**config.mk**
```make
export PLATFORM = sky130hd
export DESIGN_NAME = pipe_ctrl
export DESIGN_NICKNAME = d
export VERILOG_FILES = /design/src/rtl/pipe_ctrl_pkg.sv /design/src/rtl/pipe_ctrl_perf_cnt.sv /design/src/rtl/pipe_ctrl.sv
export SDC_FILE = /design/constraint.sdc
export NUM_CORES = 1
export LEC_CHECK = 0
export BUFFER_PORTS_ARGS = -buffer_cell sky130_fd_sc_hd__clkbuf_2
export CAP_MARGIN = 10
export CORE_AREA = 4 4 117 119
export CTS_BUF_LIST = sky130_fd_sc_hd__clkbuf_4 sky130_fd_sc_hd__clkbuf_8
export DETAILED_ROUTE_END_ITERATION = 12
export DIE_AREA = 0 0 121 123
export MAX_ROUTING_LAYER = met4
export PLACE_DENSITY = 0.67
export SYNTH_ARGS = -nofsm -noshare
export SYNTH_HDL_FRONTEND = slang
export SYNTH_HIERARCHICAL = 1
export SYNTH_SLANG_ARGS = --single-unit
```
**constraint.sdc**
```tcl
create_clock -name clk -period 3.5 [get_ports clk]
set_input_delay 0.35 -clock clk [delete_from_list [all_inputs] [get_ports clk]]
set_output_delay 0.35 -clock clk [all_outputs]
set_load 0.02 [all_outputs]
```
**src/rtl/pipe_ctrl_pkg.sv**
```systemverilog
// Shared types and helpers for the pipeline sequencer: FSM state encoding and
// the bundle of per-stage enable/bubble/flush controls.
package pipe_ctrl_pkg;

  typedef enum logic [1:0] {
    PC_RUN      = 2'd0,
    PC_MUL_WAIT = 2'd1,
    PC_HALT     = 2'd2
  } pipe_ctrl_state_t;

  localparam int MUL_CNT_W = 4;

  typedef struct packed {
    logic pc_en;
    logic pc_redirect;
    logic if_id_en;
    logic if_id_flush;
    logic id_ex_en;
    logic id_ex_bubble;
    logic ex_mem_en;
    logic ex_mem_bubble;
    logic mem_wb_en;
  } stage_ctrl_t;

  // Uniform control word: every enable set to en, every bubble/flush set to bub.
  function automatic stage_ctrl_t ctrl_fill(input logic en, input logic bub);
    stage_ctrl_t c;
    c.pc_en         = en;
    c.pc_redirect   = 1'b0;
    c.if_id_en      = en;
    c.if_id_flush   = bub;
    c.id_ex_en      = en;
    c.id_ex_bubble  = bub;
    c.ex_mem_en     = en;
    c.ex_mem_bubble = bub;
    c.mem_wb_en     = en;
    return c;
  endfunction

  // MUL occupying EX: hold the front end, push a noop into EX/MEM, let older work drain.
  function automatic stage_ctrl_t ctrl_mul_stall();
    stage_ctrl_t c;
    c               = ctrl_fill(1'b0, 1'b0);
    c.ex_mem_en     = 1'b1;
    c.ex_mem_bubble = 1'b1;
    c.mem_wb_en     = 1'b1;
    return c;
  endfunction

  function automatic stage_ctrl_t ctrl_branch();
    stage_ctrl_t c;
    c              = ctrl_fill(1'b1, 1'b0);
    c.pc_redirect  = 1'b1;
    c.if_id_flush  = 1'b1;
    c.id_ex_bubble = 1'b1;
    return c;
  endfunction

  function automatic stage_ctrl_t ctrl_load_use();
    stage_ctrl_t c;
    c              = ctrl_fill(1'b1, 1'b0);
    c.pc_en        = 1'b0;
    c.if_id_en     = 1'b0;
    c.id_ex_bubble = 1'b1;
    return c;
  endfunction

endpackage

```
**src/rtl/pipe_ctrl_perf_cnt.sv**
```systemverilog
// Three free-running performance counters with individual enables; they wrap
// silently and clear on the synchronous active-low reset.
module pipe_perf_cnt #(
  parameter int CNT_W = 32
) (
  input  logic             clk,
  input  logic             rst,
  input  logic             cycle_inc,
  input  logic             retire_inc,
  input  logic             stall_inc,
  output logic [CNT_W-1:0] cycle_cnt,
  output logic [CNT_W-1:0] retire_cnt,
  output logic [CNT_W-1:0] stall_cnt
);

  always_ff @(posedge clk) begin
    if (!rst) begin
      cycle_cnt  <= '0;
      retire_cnt <= '0;
      stall_cnt  <= '0;
    end else begin
      if (cycle_inc)  cycle_cnt  <= cycle_cnt  + CNT_W'(1);
      if (retire_inc) retire_cnt <= retire_cnt + CNT_W'(1);
      if (stall_inc)  stall_cnt  <= stall_cnt  + CNT_W'(1);
    end
  end

endmodule

```
**src/rtl/pipe_ctrl.sv**
```systemverilog
// Central sequencer for the 5-stage pipeline: arbitrates halt, MUL occupancy,
// EX redirect and load-use stall into per-stage enable/bubble/flush controls.
module pipe_ctrl
  import pipe_ctrl_pkg::*;
#(
  parameter int MUL_LAT = 3,
  parameter int CNT_W   = 32
) (
  input  logic             clk,
  input  logic             rst,
  input  logic             id_stall_req,
  input  logic             ex_mul_valid,
  input  logic             ex_take_branch,
  input  logic             mem_wb_valid_inst,
  input  logic             mem_wb_halt,
  output logic             pc_en,
  output logic             pc_redirect,
  output logic             if_id_en,
  output logic             if_id_flush,
  output logic             id_ex_en,
  output logic             id_ex_bubble,
  output logic             ex_mem_en,
  output logic             ex_mem_bubble,
  output logic             mem_wb_en,
  output logic             halted,
  output logic [1:0]       ctrl_state,
  output logic [CNT_W-1:0] cycle_cnt,
  output logic [CNT_W-1:0] retire_cnt,
  output logic [CNT_W-1:0] stall_cnt
);

  localparam bit                   MUL_STALLS = (MUL_LAT > 1);
  localparam logic [MUL_CNT_W-1:0] MUL_RELOAD = MUL_STALLS ? MUL_CNT_W'(MUL_LAT - 2) : '0;

  pipe_ctrl_state_t     state, state_nxt;
  logic [MUL_CNT_W-1:0] mul_cnt, mul_cnt_nxt;
  stage_ctrl_t          ctrl;
  logic                 halt_event;
  logic                 halt_take;

  assign halt_event = mem_wb_valid_inst & mem_wb_halt;
  assign halt_take  = halt_event & (state != PC_HALT);

  // Per-cycle decode; priority is halt > mul > branch > load-use.
  always_comb begin
    ctrl        = ctrl_fill(1'b1, 1'b0);
    state_nxt   = state;
    mul_cnt_nxt = mul_cnt;
    unique case (state)
      PC_RUN: begin
        if (halt_event) begin
          ctrl        = ctrl_fill(1'b0, 1'b0);
          state_nxt   = PC_HALT;
          mul_cnt_nxt = '0;
        end else if (ex_mul_valid && MUL_STALLS) begin
          ctrl        = ctrl_mul_stall();
          state_nxt   = PC_MUL_WAIT;
          mul_cnt_nxt = MUL_RELOAD;
        end else if (ex_take_branch) begin
          ctrl = ctrl_branch();
        end else if (id_stall_req) begin
          ctrl = ctrl_load_use();
        end
      end
      PC_MUL_WAIT: begin
        if (halt_event) begin
          ctrl        = ctrl_fill(1'b0, 1'b0);
          state_nxt   = PC_HALT;
          mul_cnt_nxt = '0;
        end else if (mul_cnt != '0) begin
          ctrl        = ctrl_mul_stall();
          mul_cnt_nxt = mul_cnt - MUL_CNT_W'(1);
        end else begin
          state_nxt = PC_RUN;
        end
      end
      PC_HALT: begin
        ctrl = ctrl_fill(1'b0, 1'b0);
      end
      default: begin
        ctrl        = ctrl_fill(1'b0, 1'b0);
        state_nxt   = PC_RUN;
        mul_cnt_nxt = '0;
      end
    endcase
    if (!rst) begin
      ctrl = ctrl_fill(1'b0, 1'b1);
    end
  end

  always_ff @(posedge clk) begin
    if (!rst) begin
      state   <= PC_RUN;
      mul_cnt <= '0;
    end else begin
      state   <= state_nxt;
      mul_cnt <= mul_cnt_nxt;
    end
  end

  assign pc_en         = ctrl.pc_en;
  assign pc_redirect   = ctrl.pc_redirect;
  assign if_id_en      = ctrl.if_id_en;
  assign if_id_flush   = ctrl.if_id_flush;
  assign id_ex_en      = ctrl.id_ex_en;
  assign id_ex_bubble  = ctrl.id_ex_bubble;
  assign ex_mem_en     = ctrl.ex_mem_en;
  assign ex_mem_bubble = ctrl.ex_mem_bubble;
  assign mem_wb_en     = ctrl.mem_wb_en;
  assign halted        = rst & (state == PC_HALT);
  assign ctrl_state    = state;

  // The halting instruction still retires even though its cycle freezes MEM/WB.
  logic cycle_inc, retire_inc, stall_inc;
  assign cycle_inc  = rst & (state != PC_HALT);
  assign retire_inc = rst & mem_wb_valid_inst & (ctrl.mem_wb_en | halt_take);
  assign stall_inc  = rst & ~ctrl.pc_en & ~halted;

  pipe_perf_cnt #(
    .CNT_W(CNT_W)
  ) u_perf_cnt (
    .clk        (clk),
    .rst        (rst),
    .cycle_inc  (cycle_inc),
    .retire_inc (retire_inc),
    .stall_inc  (stall_inc),
    .cycle_cnt  (cycle_cnt),
    .retire_cnt (retire_cnt),
    .stall_cnt  (stall_cnt)
  );

endmodule
```
==> flow_metrics.py, run 1 <==
metrics = {
    "routing": {
        "routed_wl_um": 13190,
        "wl_per_cell_um": 15.10,
        "viasPerCell": 5.568,
        "route.vias.total": 4861,
        "drt_iter0_drc": 374,
        "drc": 0,
        "drtPass1Iterations": 4,
        "ant_nets": 0,
    },
    "worst_setup_path": {
        "reg2reg_slack_ps": 260,
        "critPathCaptureType": "flop",
        "r2r_end": "u_perf_cnt/stall_cnt[18]",
        "worstPathMaxFanout": 16,
        "critPathLaunch": "mul_cnt[0]",
        "path_buf_inv": 1,
        "start_kind": "flop",
        "reg2reg_from": "mul_cnt[0]",
        "critical_path.max_stage_delay_ps": 720,
        "crit_chain": "inv_1, ha_1, nor3b_4, and3_2, a21oi_1, and2_1, nand4_1, or4_1, or4_1, a21oi_1",
        "crit_family": "simple AND/OR/NAND/NOR gates",
        "required_ps": 3810,
        "arrival_ps": 3550,
        "rr_worst_depth": 10,
        "slowest_stage": "or4_1",
        "crit_type": "reg -> reg",
    },
    "timing": {
        "worst_slack_ps": 257.5,
        "hold_viol_final": 0,
        "fin_setup_tns_ps": 0,
        "rsz0062_at_grt": "false",
        "setup_viol": 0,
        "fin_worst_skew_ps": 8.482,
        "worst_pin_slew_ps": 613.5,
        "maxSlewHeadroom": 0.5910,
        "max_freq_mhz": 308.4,
        "final_min_period_over_clock_period": 0.9264,
        "fin_crit_ps": 3242,
        "slew_viol_final": 0,
    },
    "power_and_ir_drop": {
        "p_leak_nw": 2.137,
        "power_frac_comb": 0.070,
        "sw_frac_of_total": 0.2444,
        "power.internal_mw": 1.600,
        "total_power_mw": 2.117,
        "p_switching_uw": 517.4,
        "clkPwrFrac": 0.368,
        "cellPowerDensity_nw_per_um2": 359.5,
        "vdd_drop_max_uv": 197.2,
        "seqPwrFrac": 0.562,
    },
    "synth": {
        "yosysWarningCount": 6,
        "async_flop_share": 0,
        "synth-edff-count": 0,
        "syn-mean-instance-area_um2": 8.348,
        "postSynthCellCount": 598,
        "syn-num-nets": 610,
        "synth_area_um2": 4992,
        "ys_types": 47,
        "ys_seq_elements": 102,
        "synth_flop_cell": "dfxtp_1",
        "seq_area_frac_synth": 0.4090,
    },
    "placement": {
        "dp.cells": 857,
        "pre_cts_ws_ps": 248.9,
        "post-dp-hpwl_um": 9275,
        "portBuffers": 114,
        "gp_congestion": 0.9042,
    },
    "global_routing": {
        "grt_pass1_wl_um": 21850,
        "overflow": 0,
        "grt_usage": 0.1817,
        "grt_max_degree": 62,
        "antenna_found_initial": 0,
        "grt_pass1_vias": 4593,
    },
    "floorplan": {
        "die_y_um": 123,
        "ios": 115,
        "core_um2": 12570,
        "start_util": 0.3972,
        "rows": 41,
        "die_area_um2": 14880,
        "fp.dieW_um": 121,
    },
    "layout": {
        "ff_latch_area_um2": 2042,
        "multiInputGateArea_um2": 2756,
        "diodes": 0,
        "syn_to_final_growth_pct": 17.99,
        "drive_above_1_share": 0.2040,
        "n_fill_cell": 1236,
        "nNetsFinal": 708,
        "fin_cells": 873,
    },
    "worst_hold_path": {
        "hp-start": "ex_mul_valid",
        "min_path_cells": 4,
        "holdCritPathClass": "in -> reg",
        "whs_endpoint": "ctrl_state[0]",
    },
    "clock_tree": {
        "h-tree-depth": 3,
        "cts.clk_slew.worst_paths_ps": 100,
        "cts_hold_buf": 0,
        "cts_resized": 0,
        "clock_sinks": 102,
        "clk_path_buf_depth": 2,
        "clk_latency_ps": 370,
        "cts_made_buffers": 9,
        "cts_setup_buffers": 0,
        "cts_tree": "yes",
        "cts-root-buf": "clkbuf_8",
    },
    "job": {
        "maxCapViolCount": 0,
    },
    "status": {
        "status": "finished clean",
    },
}
-- cell type report --
class / instances / share of cell area
clock buffers: 12 / 0.02698
clock inverters: 4 / 0.007647
well taps: 172 / 0.03653
repair buffers: 118 / 0.1041
multi-input cells: 449 / 0.4679
flip-flops and latches: 102 / 0.3466
inverters: 16 / 0.01020
-- routing by layer --
| layer | GRT usage | share of wire | wire, um |
|---|---|---|---|
| met1 | 0.2352 | 0.47 | 6256 |
| met3 | 0.03843 | 0.046 | 601 |
| met2 | 0.2820 | 0.47 | 6164 |
| met4 | 0.06586 | 0.012 | 163 |
| met5 | - | 0 | 0 |
-- worst min-delay path, cell delays in order --
cell      delay (ps)
clkbuf_2         110
nor2_1            90
a21o_2           110
nor3_1            40
-- worst max-delay path by stage --
stage | to | slack (ps) | cells after the start
2_1_floorplan | u_perf_cnt/stall_cnt[16] | 710 | 12
3_3_place_gp | u_perf_cnt/stall_cnt[18] | 440 | 10
3_5_place_dp | u_perf_cnt/stall_cnt[18] | 250 | 10
4_1_cts | u_perf_cnt/stall_cnt[18] | 220 | 10
5_1_grt | u_perf_cnt/stall_cnt[18] | 60 | 10
6_report | u_perf_cnt/stall_cnt[18] | 260 | 10
-- state kept, by name (all words and copies together) (netlist names) --
register	flops
ctrl_state	2
mul_cnt	4
u_perf_cnt/cycle_cnt	32
u_perf_cnt/retire_cnt	32
u_perf_cnt/stall_cnt	32
-- power groups by stage --
stage / Clock (mW) / Sequential, mW / Combinational, mW
after global placement: 0 / 1.21 / 0.147
after global routing: 0.854 / 1.19 / 0.167
after floorplan: 0 / 1.22 / 0.0979
after detailed placement: 0 / 1.22 / 0.150
final: 0.779 / 1.19 / 0.149
after CTS: 0.810 / 1.19 / 0.150
-- logic make-up after synthesis --
| kind of cell | synth area share |
|---|---|
| AO/OA/AOI/OAI | 0.1539 |
| XOR/XNOR | 0.05789 |
| adder cells (fa/ha/maj) | 0.01253 |
| buffers and inverters | 0.03884 |
| flip-flops | 0.4090 |
| multiplexers | 0.01404 |
| AND/OR/NAND/NOR | 0.3138 |
-- cell usage in the layout, fill, tap and decap left out, types with 29 or more instances in the layout --
master / count
nand3_1: 29
nand2_1: 37
o31ai_1: 30
nor2_1: 47
or4_1: 33
a21oi_1: 59
or3_1: 29
nand4_1: 32
clkbuf_2: 114
dfxtp_1: 102
-- per-stage QoR --
| step | hold slack, ps | utilization | instance area (um2) |
|---|---|---|---|
| 2_1_floorplan | 466.7 | - | 4992 |
| 3_3_place_gp | 461.9 | 0.4525 | 5687 |
| 3_5_place_dp | 473.0 | 0.4525 | 5687 |
| 4_1_cts | 340.3 | 0.4687 | 5891 |
| 5_1_grt | 353.9 | 0.4687 | 5891 |
| 6_report | 373.1 | 0.4687 | 5891 |
-- Yosys cell counts, drive strengths merged (2+ instances only) --
| cell type | instances | share of area |
|---|---|---|
| o21ai | 28 | 0.028 |
| nand2 | 37 | 0.028 |
| or3 | 30 | 0.038 |
| nor2 | 47 | 0.035 |
| xor2 | 16 | 0.028 |
| o21a | 3 | 0.0045 |
| and4 | 14 | 0.025 |
| ha | 5 | 0.013 |
| and2 | 8 | 0.010 |
| nand2b | 5 | 0.0063 |
| inv | 16 | 0.012 |
| clkbuf | 25 | 0.019 |
| nand3 | 29 | 0.029 |
| nor3 | 9 | 0.0090 |
| nor4 | 9 | 0.011 |
| or4 | 33 | 0.050 |
| mux2i | 7 | 0.014 |
| dfxtp | 102 | 0.41 |
| nand4 | 33 | 0.043 |
| o31ai | 30 | 0.045 |
| xnor2 | 17 | 0.030 |
| a21o | 3 | 0.0048 |
| and3 | 12 | 0.015 |
| a21oi | 59 | 0.059 |
| buf | 6 | 0.0080 |
| nand4b | 2 | 0.0035 |
No activity file was read; power rests on OpenSTA's default activity.
==> run 2: changes to the inputs <==
--- a/config.mk
+++ b/config.mk
@@ -8,7 +8,7 @@
 export BUFFER_PORTS_ARGS = -buffer_cell sky130_fd_sc_hd__clkbuf_2
 export CAP_MARGIN = 10
 export CORE_AREA = 4 4 117 119
-export CTS_BUF_LIST = sky130_fd_sc_hd__clkbuf_4 sky130_fd_sc_hd__clkbuf_8
+export CTS_BUF_LIST = sky130_fd_sc_hd__clkbuf_16
 export DETAILED_ROUTE_END_ITERATION = 12
 export DIE_AREA = 0 0 121 123
 export MAX_ROUTING_LAYER = met4
==> constraint.sdc (replaced) <==
create_clock -name clk -period 3.91 [get_ports clk]
set_input_delay 0.391 -clock clk [delete_from_list [all_inputs] [get_ports clk]]
set_output_delay 0.391 -clock clk [all_outputs]
set_load 0.02 [all_outputs]
==> run 2 against run 1 <==
Compared with the run above:
- final area up 1.0%
- register-to-register slack better by 420 ps
- utilization grew 0.47 points
- critical path depth unchanged
- clock-buffer cell count down 3
- die area is the same
- via count is 0.74% higher
- global-route usage down 0.57 points
- power is 2.8% lower
- largest power group unchanged
==> flow_metrics.py, run 2 (synthesis results as in run 1) <==
metrics = {
    "power_and_ir_drop": {
        "power.internal_mw": 1.533,
        "vdd_drop_max_uv": 197.2,
        "p_leak_nw": 2.147,
        "sw_frac_of_total": 0.2548,
        "total_power_mw": 2.058,
        "cellPowerDensity_nw_per_um2": 345.9,
        "seqPwrFrac": 0.517,
        "power_frac_comb": 0.064,
        "clkPwrFrac": 0.419,
        "p_switching_uw": 524.3,
    },
    "routing": {
        "route.vias.total": 4897,
        "routed_wl_um": 13000,
        "wl_per_cell_um": 14.91,
        "ant_nets": 0,
        "drtPass1Iterations": 5,
        "viasPerCell": 5.616,
        "drt_iter0_drc": 317,
        "drc": 0,
    },
    "layout": {
        "fin_util": 0.4734,
        "reg_top3": "u_perf_cnt/cycle_cnt: 32 flops, u_perf_cnt/retire_cnt: 32 flops, u_perf_cnt/stall_cnt: 32 flops",
        "syn_to_final_growth_pct": 19.17,
        "fin_cells": 872,
        "mostFrequentLayoutCells": "clkbuf_2 (114), dfxtp_1 (102), a21oi_1 (59)",
        "diodes": 0,
        "drive_above_1_share": 0.2029,
        "nNetsFinal": 707,
        "final_common_cell": "clkbuf_2",
    },
    "timing": {
        "fin_crit_ps": 3231,
        "final_min_period_over_clock_period": 0.8263,
        "fin_setup_tns_ps": 0,
        "max_freq_mhz": 309.5,
        "setup_viol": 0,
        "slew_viol_final": 0,
        "maxSlewHeadroom": 0.4403,
        "rsz0062_at_grt": "false",
        "worst_pin_slew_ps": 838.3,
        "fin_worst_skew_ps": 4.793,
        "hold_viol_final": 0,
    },
    "floorplan": {
        "core_um2": 12570,
        "die_area_um2": 14880,
        "die_y_um": 123,
        "start_util": 0.3972,
        "rows": 41,
        "fp.dieW_um": 121,
        "ios": 115,
    },
    "clock_tree": {
        "cts_tree": "yes",
        "cts.clk_slew.worst_paths_ps": 70,
        "cts_setup_buffers": 0,
        "cts_resized": 0,
        "h-tree-depth": 3,
        "clk_path_buf_depth": 2,
        "cts_made_buffers": 9,
        "cts_hold_buf": 0,
        "clock_sinks": 102,
        "clk_latency_ps": 350,
        "cts-root-buf": "clkbuf_16",
    },
    "placement": {
        "dp.cells": 856,
        "post-dp-hpwl_um": 9199,
        "portBuffers": 114,
        "gp_congestion": 0.9091,
    },
    "worst_setup_path": {
        "slowest_stage": "or4_1",
        "critPathCaptureType": "flop",
        "required_ps": 4190,
        "start_kind": "flop",
        "crit_family": "simple AND/OR/NAND/NOR gates",
        "crit_type": "reg -> reg",
        "reg2reg_from": "mul_cnt[0]",
        "critical_path.max_stage_delay_ps": 720,
        "path_buf_inv": 1,
        "r2r_end": "u_perf_cnt/stall_cnt[18]",
        "reg2reg_slack_ps": 680,
        "rr_worst_depth": 10,
        "arrival_ps": 3510,
        "worstPathMaxFanout": 16,
        "crit_chain": "inv_1, ha_1, nor3b_4, and3_2, a21oi_1, and2_1, nand4_1, or4_1, or4_1, a21oi_1",
    },
    "worst_hold_path": {
        "whs_endpoint": "ctrl_state[0]",
        "holdCritPathClass": "in -> reg",
        "hp-start": "ex_mul_valid",
        "min_path_cells": 4,
    },
    "global_routing": {
        "grt_pass1_wl_um": 21070,
        "grt_usage": 0.1759,
        "overflow": 0,
        "grt_pass1_vias": 4442,
        "grt_max_degree": 49,
        "antenna_found_initial": 0,
    },
    "status": {
        "status": "finished clean",
    },
    "job": {
        "maxCapViolCount": 0,
    },
}
## run 2: cell count changes in the layout (fill, tap and decap cells not counted), sizes merged
cell      delta
clkbuf       -3
clkinv       -1
clkinvlp     +3
bufinv       -1
buf          -1
inv          +2
## run 2: through the flow
| step | hold slack (ps) | worst slack (ps) | area, um2 |
|---|---|---|---|
| detailed placement | 466.7 | 717.8 | 5667 |
| CTS | 405.5 | 689.7 | 5949 |
| floorplan | 466.7 | 1123 | 4992 |
| global route | 422.4 | 501.7 | 5949 |
| global placement | 454.3 | 829.8 | 5667 |
| finish | 430.8 | 679.3 | 5949 |
## run 2: final cells by class
type | instances | area (um2)
well taps | 172 | 215.2
multi-input cells | 449 | 2756
repair buffers | 117 | 593.1
clock inverters | 7 | 57.56
inverters | 16 | 60.06
clock buffers | 9 | 225.2
fillers | 1220 | 6619
flip-flops and latches | 102 | 2042
## run 2: worst max-delay path by stage
| stage | end | slack, ps | depth (start not counted) | startpoint |
|---|---|---|---|---|
| finish | u_perf_cnt/stall_cnt[18] | 680 | 10 | mul_cnt[0] |
| global route | u_perf_cnt/retire_cnt[31] | 500 | 7 | ctrl_state[0] |
| CTS | u_perf_cnt/stall_cnt[18] | 690 | 10 | mul_cnt[0] |
| detailed placement | u_perf_cnt/stall_cnt[18] | 720 | 10 | mul_cnt[0] |
| global placement | u_perf_cnt/stall_cnt[18] | 830 | 10 | mul_cnt[0] |
| floorplan | u_perf_cnt/stall_cnt[16] | 1120 | 12 | mul_cnt[0] |
## run 2: per-layer routing
layer / vias to the layer above / wire length (um) / global-route usage
li1: 2431 / - / -
met1: 2329 / 6199 / 0.2260
met2: 116 / 5971 / 0.2730
met3: 21 / 622 / 0.03660
met4: 0 / 207 / 0.06941
met5: - / 0 / -
## run 2: worst min-delay path, cell delays in order
cell      delay, ps
clkbuf_2        110
nor2_1           90
a21o_2          110
nor3_1           40
## run 2: power groups by stage
stage / sequential [mW] / combinational (mW) / clock, mW
after detailed placement: 1.09 / 0.132 / 0
after CTS: 1.06 / 0.132 / 0.893
after global placement: 1.09 / 0.130 / 0
after floorplan: 1.09 / 0.0876 / 0
after global routing: 1.07 / 0.144 / 0.929
final: 1.06 / 0.132 / 0.862
